===== src/rtl/spectrum_pkg.sv =====
// rtl/spectrum_pkg.sv - shared spectrum constants, FSM encoding and band packing helpers
package spectrum_pkg;

  localparam int NUM_BANDS   = 8;
  localparam int MAG_W       = 16;
  localparam int BAR_W       = 4;
  localparam int BAR_LEVELS  = 8;
  localparam int DECAY_SHIFT = 3;
  localparam int HOLD_FRAMES = 15;
  localparam int PEAK_FALL   = 256;
  localparam int HOLD_W      = $clog2(HOLD_FRAMES + 1);
  localparam int IDX_W       = $clog2(NUM_BANDS);

  typedef enum logic [1:0] {
    IDLE = 2'd0,
    PROC = 2'd1,
    DONE = 2'd2
  } meter_state_t;

  typedef logic [MAG_W-1:0] mag_t;
  typedef logic [BAR_W-1:0] bar_t;

  // Extract band b from a packed bus where band b sits at [b*MAG_W +: MAG_W]
  function automatic mag_t band_get(input logic [NUM_BANDS*MAG_W-1:0] v, input int b);
    return v[b*MAG_W +: MAG_W];
  endfunction

endpackage


===== src/rtl/spectrum_level_meter_if.sv =====
// rtl/spectrum_level_meter_if.sv - frame input and level output bundle of the level meter
interface spectrum_level_meter_if;
  import spectrum_pkg::*;

  logic                         enable;
  logic                         frame_valid;
  logic [NUM_BANDS*MAG_W-1:0]   band_mag;
  logic [NUM_BANDS*MAG_W-1:0]   level_out;
  logic [NUM_BANDS*MAG_W-1:0]   peak_out;
  logic [NUM_BANDS*BAR_W-1:0]   bar_out;
  logic [NUM_BANDS*BAR_W-1:0]   peak_bar_out;
  logic                         levels_valid;
  logic                         frame_dropped;

  // Upstream side: the FFT/host drives frames and consumes levels
  modport master (
    output enable, frame_valid, band_mag,
    input  level_out, peak_out, bar_out, peak_bar_out, levels_valid, frame_dropped
  );

  // Meter side
  modport slave (
    input  enable, frame_valid, band_mag,
    output level_out, peak_out, bar_out, peak_bar_out, levels_valid, frame_dropped
  );

endinterface


===== src/rtl/level_to_bar.sv =====
// rtl/level_to_bar.sv - combinational MSB-position to bar-height quantiser
module level_to_bar
  import spectrum_pkg::*;
(
  input  mag_t v,
  output bar_t bar
);

  // Bits below the display range never light a bar
  logic unused_low_bits;
  assign unused_low_bits = ^v[MAG_W-BAR_LEVELS-1:0];

  // Ascending scan so the highest set bit in the top BAR_LEVELS bits wins
  always_comb begin
    bar = '0;
    for (int i = MAG_W - BAR_LEVELS; i < MAG_W; i++) begin
      if (v[i]) bar = BAR_W'(i - (MAG_W - BAR_LEVELS) + 1);
    end
  end

endmodule


===== src/rtl/spectrum_level_meter.sv =====
// rtl/spectrum_level_meter.sv - per-band attack/release smoothing, peak hold and bar quantising
module spectrum_level_meter
  import spectrum_pkg::*;
(
  input  logic                 clk,
  input  logic                 rst,
  spectrum_level_meter_if.slave bus
);

  meter_state_t state, state_nxt;
  logic [IDX_W-1:0] idx;
  logic accept, upd_en, commit, drop;

  mag_t              snap    [NUM_BANDS];
  mag_t              level_r [NUM_BANDS];
  mag_t              peak_r  [NUM_BANDS];
  logic [HOLD_W-1:0] hold_r  [NUM_BANDS];
  bar_t              bar_r   [NUM_BANDS];
  bar_t              pbar_r  [NUM_BANDS];

  mag_t new_mag, cur_lvl, cur_pk, diff, dec, lvl_nxt, pk_fall, pk_nxt;
  logic [HOLD_W-1:0] cur_hold, hold_nxt;
  bar_t lvl_bar, pk_bar;

  logic [NUM_BANDS*MAG_W-1:0] level_q, peak_q;
  logic [NUM_BANDS*BAR_W-1:0] bar_q, pbar_q;
  logic levels_valid_q, frame_dropped_q;

  // State register
  always_ff @(posedge clk or posedge rst) begin
    if (rst) state <= IDLE;
    else     state <= state_nxt;
  end

  // Next-state: one snapshot edge, NUM_BANDS band edges, one commit edge
  always_comb begin
    state_nxt = state;
    case (state)
      IDLE:    if (bus.frame_valid && bus.enable) state_nxt = PROC;
      PROC:    if (idx == IDX_W'(NUM_BANDS - 1)) state_nxt = DONE;
      DONE:    state_nxt = IDLE;
      default: state_nxt = IDLE;
    endcase
  end

  // FSM control outputs; a strobe while busy is dropped regardless of enable
  always_comb begin
    accept = (state == IDLE) && bus.frame_valid && bus.enable;
    upd_en = (state == PROC);
    commit = (state == DONE);
    drop   = (state != IDLE) && bus.frame_valid;
  end

  // Band index walks 0..NUM_BANDS-1 during PROC
  always_ff @(posedge clk or posedge rst) begin
    if (rst)         idx <= '0;
    else if (accept) idx <= '0;
    else if (upd_en) idx <= idx + IDX_W'(1);
  end

  // Release/peak arithmetic for the band selected by idx
  always_comb begin
    new_mag  = snap[idx];
    cur_lvl  = level_r[idx];
    cur_pk   = peak_r[idx];
    cur_hold = hold_r[idx];
    diff     = '0;
    dec      = '0;
    if (new_mag >= cur_lvl) begin
      lvl_nxt = new_mag;
    end else begin
      diff = cur_lvl - new_mag;
      dec  = diff >> DECAY_SHIFT;
      if (dec == '0) dec = MAG_W'(1);
      lvl_nxt = cur_lvl - dec;
    end
    pk_fall = (cur_pk > MAG_W'(PEAK_FALL)) ? cur_pk - MAG_W'(PEAK_FALL) : '0;
    if (lvl_nxt >= cur_pk) begin
      pk_nxt   = lvl_nxt;
      hold_nxt = HOLD_W'(HOLD_FRAMES);
    end else if (cur_hold != '0) begin
      pk_nxt   = cur_pk;
      hold_nxt = cur_hold - HOLD_W'(1);
    end else begin
      pk_nxt   = (lvl_nxt > pk_fall) ? lvl_nxt : pk_fall;
      hold_nxt = '0;
    end
  end

  level_to_bar u_level_bar (.v(lvl_nxt), .bar(lvl_bar));
  level_to_bar u_peak_bar  (.v(pk_nxt),  .bar(pk_bar));

  // Snapshot on accept; one band register-file write per PROC clock
  always_ff @(posedge clk or posedge rst) begin
    if (rst) begin
      for (int b = 0; b < NUM_BANDS; b++) begin
        snap[b]    <= '0;
        level_r[b] <= '0;
        peak_r[b]  <= '0;
        hold_r[b]  <= '0;
        bar_r[b]   <= '0;
        pbar_r[b]  <= '0;
      end
    end else begin
      if (accept) begin
        for (int b = 0; b < NUM_BANDS; b++) snap[b] <= band_get(bus.band_mag, b);
      end
      if (upd_en) begin
        level_r[idx] <= lvl_nxt;
        peak_r[idx]  <= pk_nxt;
        hold_r[idx]  <= hold_nxt;
        bar_r[idx]   <= lvl_bar;
        pbar_r[idx]  <= pk_bar;
      end
    end
  end

  // Atomic publish of the finished frame so outputs never show a partial update
  always_ff @(posedge clk or posedge rst) begin
    if (rst) begin
      level_q         <= '0;
      peak_q          <= '0;
      bar_q           <= '0;
      pbar_q          <= '0;
      levels_valid_q  <= 1'b0;
      frame_dropped_q <= 1'b0;
    end else begin
      levels_valid_q  <= commit;
      frame_dropped_q <= drop;
      if (commit) begin
        for (int b = 0; b < NUM_BANDS; b++) begin
          level_q[b*MAG_W +: MAG_W] <= level_r[b];
          peak_q[b*MAG_W +: MAG_W]  <= peak_r[b];
          bar_q[b*BAR_W +: BAR_W]   <= bar_r[b];
          pbar_q[b*BAR_W +: BAR_W]  <= pbar_r[b];
        end
      end
    end
  end

  assign bus.level_out     = level_q;
  assign bus.peak_out      = peak_q;
  assign bus.bar_out       = bar_q;
  assign bus.peak_bar_out  = pbar_q;
  assign bus.levels_valid  = levels_valid_q;
  assign bus.frame_dropped = frame_dropped_q;

endmodule


===== src/flat_wrapper.sv =====
// flat-port wrapper written by rule: the top's interface ports become plain ports
module spectrum_level_meter_flat import spectrum_pkg::*;
  (clk, rst, bus_enable, bus_frame_valid, bus_band_mag, bus_level_out, bus_peak_out, bus_bar_out, bus_peak_bar_out, bus_levels_valid, bus_frame_dropped);
  spectrum_level_meter_if bus_i ();
  input  logic clk;
  input  logic rst;
  input wire logic [$bits(bus_i.enable)-1:0] bus_enable;
  input wire logic [$bits(bus_i.frame_valid)-1:0] bus_frame_valid;
  input wire logic [$bits(bus_i.band_mag)-1:0] bus_band_mag;
  output wire logic [$bits(bus_i.level_out)-1:0] bus_level_out;
  output wire logic [$bits(bus_i.peak_out)-1:0] bus_peak_out;
  output wire logic [$bits(bus_i.bar_out)-1:0] bus_bar_out;
  output wire logic [$bits(bus_i.peak_bar_out)-1:0] bus_peak_bar_out;
  output wire logic [$bits(bus_i.levels_valid)-1:0] bus_levels_valid;
  output wire logic [$bits(bus_i.frame_dropped)-1:0] bus_frame_dropped;
  assign bus_i.enable = bus_enable;
  assign bus_i.frame_valid = bus_frame_valid;
  assign bus_i.band_mag = bus_band_mag;
  assign bus_level_out = bus_i.level_out;
  assign bus_peak_out = bus_i.peak_out;
  assign bus_bar_out = bus_i.bar_out;
  assign bus_peak_bar_out = bus_i.peak_bar_out;
  assign bus_levels_valid = bus_i.levels_valid;
  assign bus_frame_dropped = bus_i.frame_dropped;
  spectrum_level_meter u_core (.clk(clk), .rst(rst), .bus(bus_i));
endmodule

===== config.mk =====
export PLATFORM = sky130hd
export DESIGN_NAME = spectrum_level_meter_flat
export DESIGN_NICKNAME = d
export VERILOG_FILES = /design/src/rtl/spectrum_pkg.sv /design/src/rtl/spectrum_level_meter_if.sv /design/src/rtl/level_to_bar.sv /design/src/rtl/spectrum_level_meter.sv /design/src/flat_wrapper.sv
export SDC_FILE = /design/constraint.sdc
export NUM_CORES = 2
export LEC_CHECK = 0
export ABC_CLOCK_PERIOD_IN_PS = 30400
export CELL_PAD_IN_SITES_DETAIL_PLACEMENT = 1
export CELL_PAD_IN_SITES_GLOBAL_PLACEMENT = 1
export CORE_MARGIN = 2
export CORE_UTILIZATION = 40
export CTS_CLUSTER_SIZE = 16
export DETAILED_ROUTE_END_ITERATION = 8
export GPL_TIMING_DRIVEN = 0
export HOLD_SLACK_MARGIN = 0.12
export PLACE_DENSITY = 0.8
export SLEW_MARGIN = 0
export SYNTH_ARGS = -nofsm -noshare
export SYNTH_HDL_FRONTEND = slang
export SYNTH_SLANG_ARGS = --single-unit

===== constraint.sdc =====
create_clock -name clk -period 30.4 [get_ports clk]
set_input_delay 6.08 -clock clk [delete_from_list [all_inputs] [get_ports clk]]
set_output_delay 6.08 -clock clk [all_outputs]
set_load 0.02 [all_outputs]

==> metrics.cfg <==
[logic_synthesis]
synth_simple_gate_area_share_pct = 16.2
synthTopCellsByCount = 1250 x nand2_1, 775 x dfrtp_1, 257 x o21ai_0
netlist_instances = 3343
synth_xor_area_share_pct = 0.647
muxShareOfSynthArea_pct = 15.0
async_flop_share_pct = 100
synth.top_cell.area_share_pct = 55.1
synth_area_um2 = 35200
yosysMostFrequentCell = nand2_1
yosysWarnings = 0
synth-compound-area-share_pct = 7.21
synth_ff_type = dfrtp_1
synth_top_family_by_area = simple AND/OR/NAND/NOR gates
synth.area.top_cells = dfrtp_1 55%, nand2_1 13%, mux2_2 7.1%
yosysTopAreaCell = dfrtp_1
synth_enable_flop_cells = 0
synth_nets = 3541
synth_cell_type_count = 91
syn_area_per_cell_um2 = 10.5
ys_ff_latch = 775
synth_adder_area_share_pct = 2.37
ys_seq_area_share_pct = 55.1

[global_route]
grt_max_degree = 130
grt_pass1_wl_mm = 205
antenna_found_initial = 6
use_met2_pct = 50.3
grt_busiest_layer = met2
grt.total_usage_pct = 30.7
overflow = 0
grt_util_met1_pct = 39.8
grt_pass1_vias = 30900
met3_usage_pct = 5.82

[final_layout]
layout.cells.non_filler = 5112
regArea_um2 = 19400
final_layout_size_suffix_gt1_share_pct = 13.9
multiInputGateArea_um2 = 14600
area_growth_pct = 25.6
final_nets = 4088
fill_cells = 9506

[floorplan]
die_w_um = 301
core_area_um2 = 87000
die_area_um2 = 90300
initial_core_util_pct = 40.4
ioPinCount = 454
rows = 108
die_h_um = 301

[critical_path]
required_ps = 30980
r2r_setup_slack_ps = 16540
critPathKind = flop to flop
crit_path_frequent_cell = clkbuf_1
cp_slowest_cell = a221oi_4
slowest_delay_ps = 770
crit_arrival_ps = 14440
crit_fanout = 11
cp-start-kind = flop
worstSetupEndpointType = flop

[clock_network]
cts.sinks = 775
clk_latency_ps = 670
cts_setup_buffers = 0
clockRootBuffer = clkbuf_16
clockBufferDepth = 3
cts_tree = done
hold_buffers = 0
cts-resized-gates = 0
htreeDepth = 3
numCtsBuffers = 85
clkSlewWorstSetupHoldPaths_ps = 60

[timing]
finClkSkew_ps = 27.1
slew_headroom_pct = -2.75
fmax_mhz = 72.2
report.final.slew_viol_count = 10
setup_viol = 0
rsz0062_at_grt = no
min_period_ps = 13860
fin_ws_ps = 16540
tightestPinTransition_ps = 1530
fin_crit_sh_pct = 45.6
finalHoldViolCount = 0

[placement]
place_inst = 4958
gp_congestion = 0.936
pre_cts_slack_ps = 16940
port_buffers = 453
dp_hpwl_mm = 102

[flow_run]
max_cap_viol_count = 1

[min_path]
hold_class = flop to flop

[detailed_routing]
routed_wl_mm = 139
drt-initial-drc-count = 2277
dr.pass1.iters = 6
routedWlPerCell_um = 27.1
drtAntennaViolNets = 0
route.detailed.drc = 0
via_per_inst = 5.67
via_count = 29000

[run_status]
violations = capacitance limit, slew limit
status = complete, but fails checks

## per-layer routing
metal,routed length (um),vias to the layer above
li1,-,12300
met1,55300,15000
met2,65900,1301
met3,10700,325
met4,6670,0
met5,0,-
## cell usage in the layout (no fill, tap or decap), drive strengths merged, types with 39 or more instances in the layout
cell type,synthesis,final
mux2i,51,51
clkbuf,143,268
nor2,98,98
inv,35,39
ha,65,65
a21oi,46,46
buf,63,70
mux4,96,96
clkdlybuf4s50,0,453
nand2,1250,1250
mux2,222,222
dfrtp,775,775
o21ai,264,264
## logic make-up (layout without fill, tap and decap cells)
logic type      Yosys count  in the layout
other cells               0              4
flops                   775            775
simple gates           1448           1448
compound gates          414            414
xor+xnor                 26             26
fa+ha+maj                66             66
buf+inv                 245            855
mux                     369            369
## flip-flops by register name, summed over array words and instances (netlist names)
register                  count
u_core.bar_r                 32
u_core.idx                    3
u_core.bus.bar_out           32
u_core.bus.levels_valid       1
u_core.bus.peak_out         120
u_core.bus.frame_dropped      1
u_core.bus.peak_bar_out      32
u_core.pbar_r                32
u_core.peak_r               120
u_core.hold_r                32
u_core.snap                 128
u_core.bus.level_out        120
u_core.level_r              120
u_core.state                  2
## layout make-up
class	instances	share of cell area, %
diodes	4	0.0227
plain buffers	210	2.42
clock buffers	125	5.75
clock inverters	25	0.680
inverters	35	0.314
multi-input cells	2323	33.0
flip-flops and latches	775	43.9
well taps	1155	3.27
repair buffers	460	10.7
## stage by stage
| step | utilization [%] | area, um^2 | TNS, ps | hold slack [ps] |
|---|---|---|---|---|
| 2_1_floorplan | - | 35200 | 0 | 433 |
| 3_3_place_gp | 47.3 | 41200 | -5416560 | 444 |
| 3_5_place_dp | 47.5 | 41300 | 0 | 455 |
| 4_1_cts | 50.8 | 44200 | 0 | 472 |
| 5_1_grt | 50.8 | 44200 | 0 | 493 |
| 6_report | 50.8 | 44200 | 0 | 467 |
## worst max-delay path, delay by kind of cell (launching register included)
kind | cells | cell delay (ps)
xor+xnor | 2 | 440
buf+inv | 9 | 3940
simple gates | 5 | 650
flops | 1 | 550
compound gates | 16 | 5690
mux | 3 | 1130
fa+ha+maj | 4 | 1320
## final timing paths
| kind | start | to | depth (start not counted) |
|---|---|---|---|
| setup reg to reg | u_core.idx[2]$_DFFE_PP0P_ | u_core.pbar_r[26]$_DFFE_PP0P_ | 39 |
| hold / removal | u_core.bar_r[5]$_DFFE_PP0P_ | u_core.bus.bar_out[25]$_DFFE_PP0P_ | 2 |
| max in group asynchronous | rst | u_core.bus.peak_out[54]$_DFFE_PP0P_ | 5 |
| setup / recovery | u_core.idx[2]$_DFFE_PP0P_ | u_core.pbar_r[26]$_DFFE_PP0P_ | 39 |
| min in group asynchronous | rst | u_core.bus.level_out[70]$_DFFE_PP0P_ | 2 |
| hold reg to reg | u_core.bar_r[5]$_DFFE_PP0P_ | u_core.bus.bar_out[25]$_DFFE_PP0P_ | 2 |
Power is left out: the tool's default activity adds up to more than one toggle a clock period on the data nets, which glitch-free logic cannot reach.
